### config.mk
export PLATFORM = sky130hd
export DESIGN_NAME = clk_div_ctrl
export DESIGN_NICKNAME = d
export VERILOG_FILES = /design/src/rtl/clk_div_pkg.sv /design/src/rtl/clk_div_counter.sv /design/src/rtl/clk_div_ctrl.sv
export SDC_FILE = /design/constraint.sdc
export NUM_CORES = 1
export LEC_CHECK = 0
export CAP_MARGIN = 20
export CORE_ASPECT_RATIO = 1.4
export CORE_MARGIN = 2
export CORE_UTILIZATION = 55
export DETAILED_ROUTE_END_ITERATION = 10
export PLACE_DENSITY_LB_ADDON = 0.12
export SYNTH_ARGS = -nofsm -noshare
export SYNTH_HDL_FRONTEND = slang
export SYNTH_SLANG_ARGS = --single-unit
### constraint.sdc
create_clock -name clk_in -period 5.1 [get_ports clk_in]
set_input_delay 1.02 -clock clk_in [delete_from_list [all_inputs] [get_ports clk_in]]
set_output_delay 1.02 -clock clk_in [all_outputs]
set_load 0.1 [all_outputs]
### src/rtl/clk_div_pkg.sv
// clk_div_pkg: shared FSM state type and minimum legal divide ratio for clk_div_ctrl
package clk_div_pkg;
  typedef enum logic [1:0] {IDLE, RUN, SWITCH} state_e;
  localparam int MIN_DIV = 2;
endpackage

### src/rtl/clk_div_counter.sv
// clk_div_counter: period counter 0..div-1; ports clk_in/rst/load/div in, cnt/period_end/phase_hi (high phase of upcoming count) out
module clk_div_counter
  import clk_div_pkg::*;
#(
  parameter int DIV_W = 8
) (
  input  logic             clk_in,
  input  logic             rst,
  input  logic             load,
  input  logic [DIV_W-1:0] div,
  output logic [DIV_W-1:0] cnt,
  output logic             period_end,
  output logic             phase_hi
);
  logic [DIV_W-1:0] cnt_q, cnt_d, half;
  assign half       = (div >> 1) + {{(DIV_W-1){1'b0}}, div[0]};
  assign period_end = cnt_q == div - DIV_W'(1);
  assign cnt_d      = (load || period_end) ? '0 : cnt_q + DIV_W'(1);
  assign phase_hi   = cnt_d < half;
  assign cnt        = cnt_q;
  always_ff @(posedge clk_in) begin
    if (rst) cnt_q <= '0;
    else     cnt_q <= cnt_d;
  end
endmodule

### src/rtl/clk_div_ctrl.sv
// clk_div_ctrl: glitch-free runtime-reconfigurable clock divider; ports clk_in/rst/enable/cfg_valid/cfg_div in, cfg_ready/cfg_err/clk_out/busy out, tick out only with CLK_DIV_CTRL_TICK_EN
module clk_div_ctrl
  import clk_div_pkg::*;
#(
  parameter int DIV_W     = 8,
  parameter int DIV_RESET = 4
) (
  input  logic             clk_in,
`ifdef CLK_DIV_CTRL_TICK_EN
  output logic             tick,
`endif
  input  logic             rst,
  input  logic             enable,
  input  logic             cfg_valid,
  input  logic [DIV_W-1:0] cfg_div,
  output logic             cfg_ready,
  output logic             cfg_err,
  output logic             clk_out,
  output logic             busy
);
  state_e           state_q, state_d;
  logic [DIV_W-1:0] active_q, active_d, pending_q, pending_d, cnt_unused;
  logic             ready_q, err_q, clk_q, fire, err_d, period_end, phase_hi;
  clk_div_counter #(.DIV_W(DIV_W)) u_cnt (
    .clk_in    (clk_in),
    .rst       (rst),
    .load      (state_q == IDLE),
    .div       (active_q),
    .cnt       (cnt_unused),
    .period_end(period_end),
    .phase_hi  (phase_hi)
  );
  assign fire      = cfg_valid && ready_q && (cfg_div >= DIV_W'(MIN_DIV));
  assign err_d     = cfg_valid && ready_q && (cfg_div < DIV_W'(MIN_DIV));
  assign busy      = state_q != IDLE;
  assign cfg_ready = ready_q;
  assign cfg_err   = err_q;
  assign clk_out   = clk_q;
`ifdef CLK_DIV_CTRL_TICK_EN
  assign tick      = busy && period_end;
`endif
  always_comb begin
    state_d   = state_q;
    active_d  = active_q;
    pending_d = pending_q;
    if (state_q == IDLE) begin
      active_d = fire ? cfg_div : active_q;
      state_d  = enable ? RUN : IDLE;
    end else if (state_q == RUN) begin
      if (fire) begin
        pending_d = cfg_div;
        state_d   = SWITCH;
      end else if (period_end && !enable) begin
        state_d = IDLE;
      end
    end else if (period_end) begin
      active_d = pending_q;
      state_d  = enable ? RUN : IDLE;
    end
  end
  always_ff @(posedge clk_in) begin
    if (rst) begin
      state_q   <= IDLE;
      active_q  <= DIV_W'(DIV_RESET);
      pending_q <= DIV_W'(DIV_RESET);
      ready_q   <= 1'b0;
      err_q     <= 1'b0;
      clk_q     <= 1'b0;
    end else begin
      state_q   <= state_d;
      active_q  <= active_d;
      pending_q <= pending_d;
      ready_q   <= state_d != SWITCH;
      err_q     <= err_d;
      clk_q     <= (state_d != IDLE) && phase_hi;
    end
  end
endmodule

**Word-level counts from Yosys, hierarchy flattened**

Index checks and enable logic that the tools add are counted.

- Bits in registers: 29
- Logic and storage cells: 43
- Output and inout bits: 4
- Input port bits: 12

- Reductions and logical operators: 13
- Add/subtract/negate cells: 3
- Order comparisons: 3
- Equality and inequality tests: 5
- Bitwise operators: 1
- Muxes and demuxes: 11

Operators with widths:

| operator | number |
|---|---|
| $mux 8 | 5 |
| $mux 2 | 5 |
| $add 7x1->8 | 1 |
| $add 8x1->8 const B | 1 |
| $eq 8x8->1 | 1 |
| $ge 8x2->1 const B | 1 |
| $lt 8x2->1 const B | 1 |
| $lt 8x8->1 | 1 |
| $sub 8x1->8 const B | 1 |
| $reduce_and 3->1 | 2 |
| $reduce_bool 2->1 | 3 |
| $logic_and 1x1->1 | 5 |
| $ne 2x2->1 const B | 2 |
| $eq 2x1->1 const B | 1 |
| $logic_not 2->1 | 1 |
| $ne 2x1->1 const B | 1 |
| $logic_not 1->1 | 1 |
| $logic_or 1x1->1 | 1 |
| $mux 1 | 1 |
| $not 1->1 | 1 |

**Depth between registers and ports, before layout**

- Depth in word-level cells: 9
- Gate-level depth with buffers: 16
- Depth with buffers taken out: 15

**By module**

From an unflattened synthesis, not the netlist that was laid out.

- Cell total of the unflattened synthesis: 203
- Area, all modules: 1855.5 um^2

By module, submodules not included:

| module | seq. area each (um^2) | cells an instance | times used | area an instance (um^2) |
|---|---|---|---|---|
| clk_div_ctrl | 420.4 | 97 | 1 | 965.9 |
| clk_div_counter | 160.2 | 106 | 1 | 889.6 |

**Worst setup path before layout**

OpenSTA, ideal clock, no wires.

- Path kind: reg2reg
- Start: reg active_q[3]
- End: reg clk_q, in the netlist clk_out
- Clock period less this slack: 3.129 ns
- Required time: 5.021 ns
- Data arrival time: 3.049 ns
- Setup time: 0.079 ns
- Stages on the path, launching flop included: 16
- Path slack: 1.971 ns
- Buffers on the path: 2
- Cell sequence: dfxtp_1 -> buf_6 -> or4_4 -> and4bb_1 -> a311oi_1 -> a2111o_1 -> buf_6 -> nand2_2 -> nor2_1 -> ha_1 -> a21o_1 -> a21oi_1 -> nor2b_1 -> o21ai_0 -> o211ai_1 -> a211oi_2

- Elaborated cells on any way between the ends: 14
- Classes of those cells: add/sub: 2; order compare: 1; eq/ne: 1; mux: 6; reduce/logical: 4

RTL lines:

| item | RTL line | text |
|---|---|---|
| start, declared | clk_div_ctrl.sv:22 | `logic [DIV_W-1:0] active_q, active_d, pending_q, pending_d, cnt_unused;` |
| start signal, assigned | clk_div_ctrl.sv:64 | `active_q <= DIV_W'(DIV_RESET);` |
| start signal, assigned | clk_div_ctrl.sv:71 | `active_q <= active_d;` |
| $sub 8x1->8 | clk_div_counter.sv:17 | `assign period_end = cnt_q == div - DIV_W'(1);` |
| $eq 8x8->1 | clk_div_counter.sv:17 |  |
| $logic_or 1x1->1 | clk_div_counter.sv:18 | `assign cnt_d = (load \|\| period_end) ? '0 : cnt_q + DIV_W'(1);` |
| $mux 8 | clk_div_counter.sv:18 |  |
| net u_cnt.cnt_d[4] | clk_div_counter.sv:15 | `logic [DIV_W-1:0] cnt_q, cnt_d, half;` |
| $lt 8x8->1 | clk_div_counter.sv:19 | `assign phase_hi = cnt_d < half;` |
| $logic_and 1x1->1 | clk_div_ctrl.sv:75 | `clk_q <= (state_d != IDLE) && phase_hi;` |
| end signal, assigned | clk_div_ctrl.sv:75 |  |
| end, declared | clk_div_ctrl.sv:23 | `logic ready_q, err_q, clk_q, fire, err_d, period_end, phase_hi;` |

The timed path passes the listed nets, and every way through them passes these cells.
A chain may end at the register's enable or synchronous reset.

**Final worst setup path**

Same ends and word-level chain as after synthesis.

==> results.json <==
{
  "replace_congestion": 0.924,
  "grt_setup_unrepaired": "false",
  "tritoncts_clock_tree": "done",
  "routedWlPerCell_um": 15.2,
  "p_comb_frac": 0.314,
  "globalRoute.totalOverflow": 0,
  "holdCritPathClass": "flip-flop to flip-flop",
  "initialDrtViolationCount": 61,
  "share_seq_of_total_power": 0.395,
  "ys_seq_area_frac": 0.316,
  "worst_skew_pair.late_latency_ps": 290,
  "critical_path.n_buffers_inverters": 1,
  "clk_root_buffer_cell": "clkbuf_8",
  "met1_usage": 0.290,
  "dp_hpwl_mm": 3.11,
  "finalClockSkew_ps": 5.36,
  "grt_antenna_before_repair": 0,
  "yosys_register_bits": 29,
  "num-fill-cells": 276,
  "synth_async_sr_flop_share": 0,
  "vias": 1635,
  "hold_path_startpoint": "pending_q[4]",
  "coreArea_um2": 3150,
  "worstMarginPinSlew_ps": 968,
  "route.antenna.remaining_nets": 0,
  "setup_viol": 0,
  "cell_internal_pwr_uw": 470,
  "power_switching_share": 0.356,
  "global_route.usage.total": 0.256,
  "crit_path_end_kind": "flip-flop",
  "synthesis.nets": 248,
  "power.switching_uw": 260,
  "start_kind": "flip-flop",
  "antenna_cells": 0,
  "cts_max_path_buffers": 2,
  "yosysWarnings": 0,
  "drt_pre_antenna_iters": 4,
  "reg2reg_slack_ps": 1690,
  "p_clk_frac": 0.291,
  "remaining_drc_errors": 0,
  "post_synth_num_cell_types": 43,
  "slew_headroom": 0.353,
  "crit_path_max_fanout": 23,
  "critical_path_class": "flip-flop to flip-flop",
  "cts_setup_buffers": 0,
  "cts_hold_repair.buffers": 0,
  "cellLeakagePower_nw": 0.772,
  "multiInputGateArea_um2": 1160,
  "tritoncts.num_buffers": 5,
  "grt_first_pass_wirelength_mm": 7.30,
  "critical_path_required_ps": 5310,
  "synthesis.area_per_instance_um2": 8.16,
  "totalNegativeSetupSlack_ps": 0,
  "f_max_mhz": 293,
  "clk_transition_reported_paths_ps": 70,
  "critical-path-max-stage-delay_ps": 590,
  "die_height_um": 72.4,
  "ys.flop_type": "dfxtp_1",
  "post-route-period-util": 0.669,
  "syn_area_um2": 1840,
  "pin_count_of_the_biggest_net_entering_global_routing": 25,
  "portBuffers": 15,
  "outcome": "completed",
  "design_power_total_uw": 729,
  "report.final.hold_viol_count": 0,
  "dieArea_um2": 3820,
  "timing.reg2reg.worst_path_depth": 14,
  "irDropWorstVdd_v": 0.000290,
  "max_cap_viol_count": 0,
  "arrival_ps": 3620,
  "worst_hold_path.num_cells": 2,
  "grt_util_met2": 0.449,
  "avg_vias_per_cell": 5.92,
  "initial_core_util": 0.583,
  "synthesis.instances": 225,
  "regArea_um2": 581,
  "synth_edf_count": 0,
  "worst_hold_path.endpoint": "pending_q[4]",
  "crit_slowest_cell": "or4_4",
  "grt_most_used_layer": "met2",
  "grt_util_met3": 0.0597,
  "layout.nets": 259,
  "final.min_clock_period_ps": 3410,
  "layout-drive-gt1-share": 0.0928,
  "area_delta_synth_final_pct": 14.0,
  "r2r_start": "active_q[3]",
  "cpLargestDelayFamily": "compound AO/OA/AOI/OAI gates",
  "timing.rr.end": "clk_out",
  "io_pins": 16,
  "report.final.slew_viol_count": 0,
  "clkSinkCount": 29,
  "die_width_um": 52.8,
  "cts.htree.levels": 2,
  "row_count": 24,
  "wire_length_reported_by_the_detailed_router_mm": 4.19,
  "cellPowerDensity_nw_per_um2": 348,
  "number_of_gates_resized_after_cts": 0,
  "crit_path_cell_trace": "or4_4, and4bb_1, a311oi_1, a2111o_1, buf_4, nand2_2, nor2_1, ha_1, a21o_1, a21oi_1, nor2b_1, o21ai_0, o211ai_1, a211oi_2",
  "grt_pass1_vias": 1624
}
==> Yosys cell counts, drive strengths merged (2+ instances only) <==
master  instances  area share
xor2            8       0.038
a21oi          10       0.027
inv             8       0.016
nand3          16       0.044
nor2           37       0.076
o211ai          2      0.0082
o221ai          6       0.029
nor2b           5       0.017
buf             4       0.018
nor3           11       0.033
ha             11       0.075
mux2i           7       0.038
a32oi           2      0.0095
nor3b           5       0.023
a21o            2      0.0082
a211oi          3       0.018
xnor2          12       0.057
clkbuf         10       0.020
nand2          16       0.035
nor4            2      0.0068
and3            4       0.014
dfxtp          29        0.32
==> cell usage in the layout (no fill, tap or decap), types with 3 or more instances in the layout <==
master	n
a21oi_1	10
and3_1	4
buf_4	3
clkbuf_8	7
clkdlybuf4s50_1	15
dfxtp_1	29
ha_1	11
inv_1	8
mux2i_1	7
nand2_1	14
nand3_1	16
nor2_1	37
nor2b_1	5
nor3_1	10
nor3b_1	4
o221ai_1	6
xnor2_1	12
xor2_1	8
==> through the flow <==
stage               setup slack (ps)  instance area, um2  instances  hold slack [ps]  utilization
finish                          1690                2090        276              494        0.664
global route                    1460                2090        276              531        0.664
CTS                             1710                2090        276              497        0.664
detailed placement              1740                1990        268              479        0.632
global placement                1900                1990        268              476        0.632
floorplan                       1970                1840        225              460            -
==> power groups by stage <==
stage	clock network, mW	logic [mW]	registers, mW
global route	0.226	0.251	0.293
CTS	0.217	0.230	0.287
global placement	0	0.221	0.290
floorplan	0	0.182	0.286
finish	0.212	0.229	0.288
detailed placement	0	0.228	0.292
==> cell type report <==
| class | instances | area share |
|---|---|---|
| multi-input combinational | 174 | 0.554 |
| sequential | 29 | 0.277 |
| timing repair buffer | 18 | 0.0824 |
| clock buffer | 7 | 0.0460 |
| tap | 39 | 0.0233 |
| inverter | 8 | 0.0143 |
| clock inverter | 1 | 0.00239 |
==> sequential cells by signal, summed over array words and instances (netlist names) <==
| signal | count |
|---|---|
| state_q | 2 |
| u_cnt.cnt | 8 |
| clk_out | 1 |
| cfg_ready | 1 |
| pending_q | 8 |
| cfg_err | 1 |
| active_q | 8 |
==> cells by family (layout without fill, tap and decap cells) <==
family,count (synthesis),after routing,synth area share
simple gates,101,101,0.272
compound gates,35,35,0.148
flops,29,29,0.316
buf+inv,22,34,0.0552
xor+xnor,20,20,0.0954
fa+ha+maj,11,11,0.0749
mux,7,7,0.0381
==> layer usage <==
metal / wire length [um] / up-vias
met2: 2250 / 53
met4: 124 / 0
li1: - / 809
met1: 1640 / 761
met5: 0 / -
met3: 169 / 12
==> worst max path at each step <==
stage           startpoint      end  slack (ps)  cells past startpoint
2_1_floorplan  active_q[3]  clk_out        1970                     15
3_5_place_dp   active_q[3]  clk_out        1740                     14
3_3_place_gp   active_q[3]  clk_out        1900                     14
6_report       active_q[3]  clk_out        1690                     14
5_1_grt        active_q[3]  clk_out        1460                     14
4_1_cts         state_q[1]     busy        1710                      3
==> worst reg2reg max path: cells and delay by family, from the launching register on <==
family | cells | cell delay, ps
adder cells (fa/ha/maj) | 1 | 300
flip-flops | 1 | 410
AO/OA/AOI/OAI | 7 | 1260
AND/OR/NAND/NOR | 5 | 1160
buffers and inverters | 1 | 220
(Power assumes the default switching activity.)
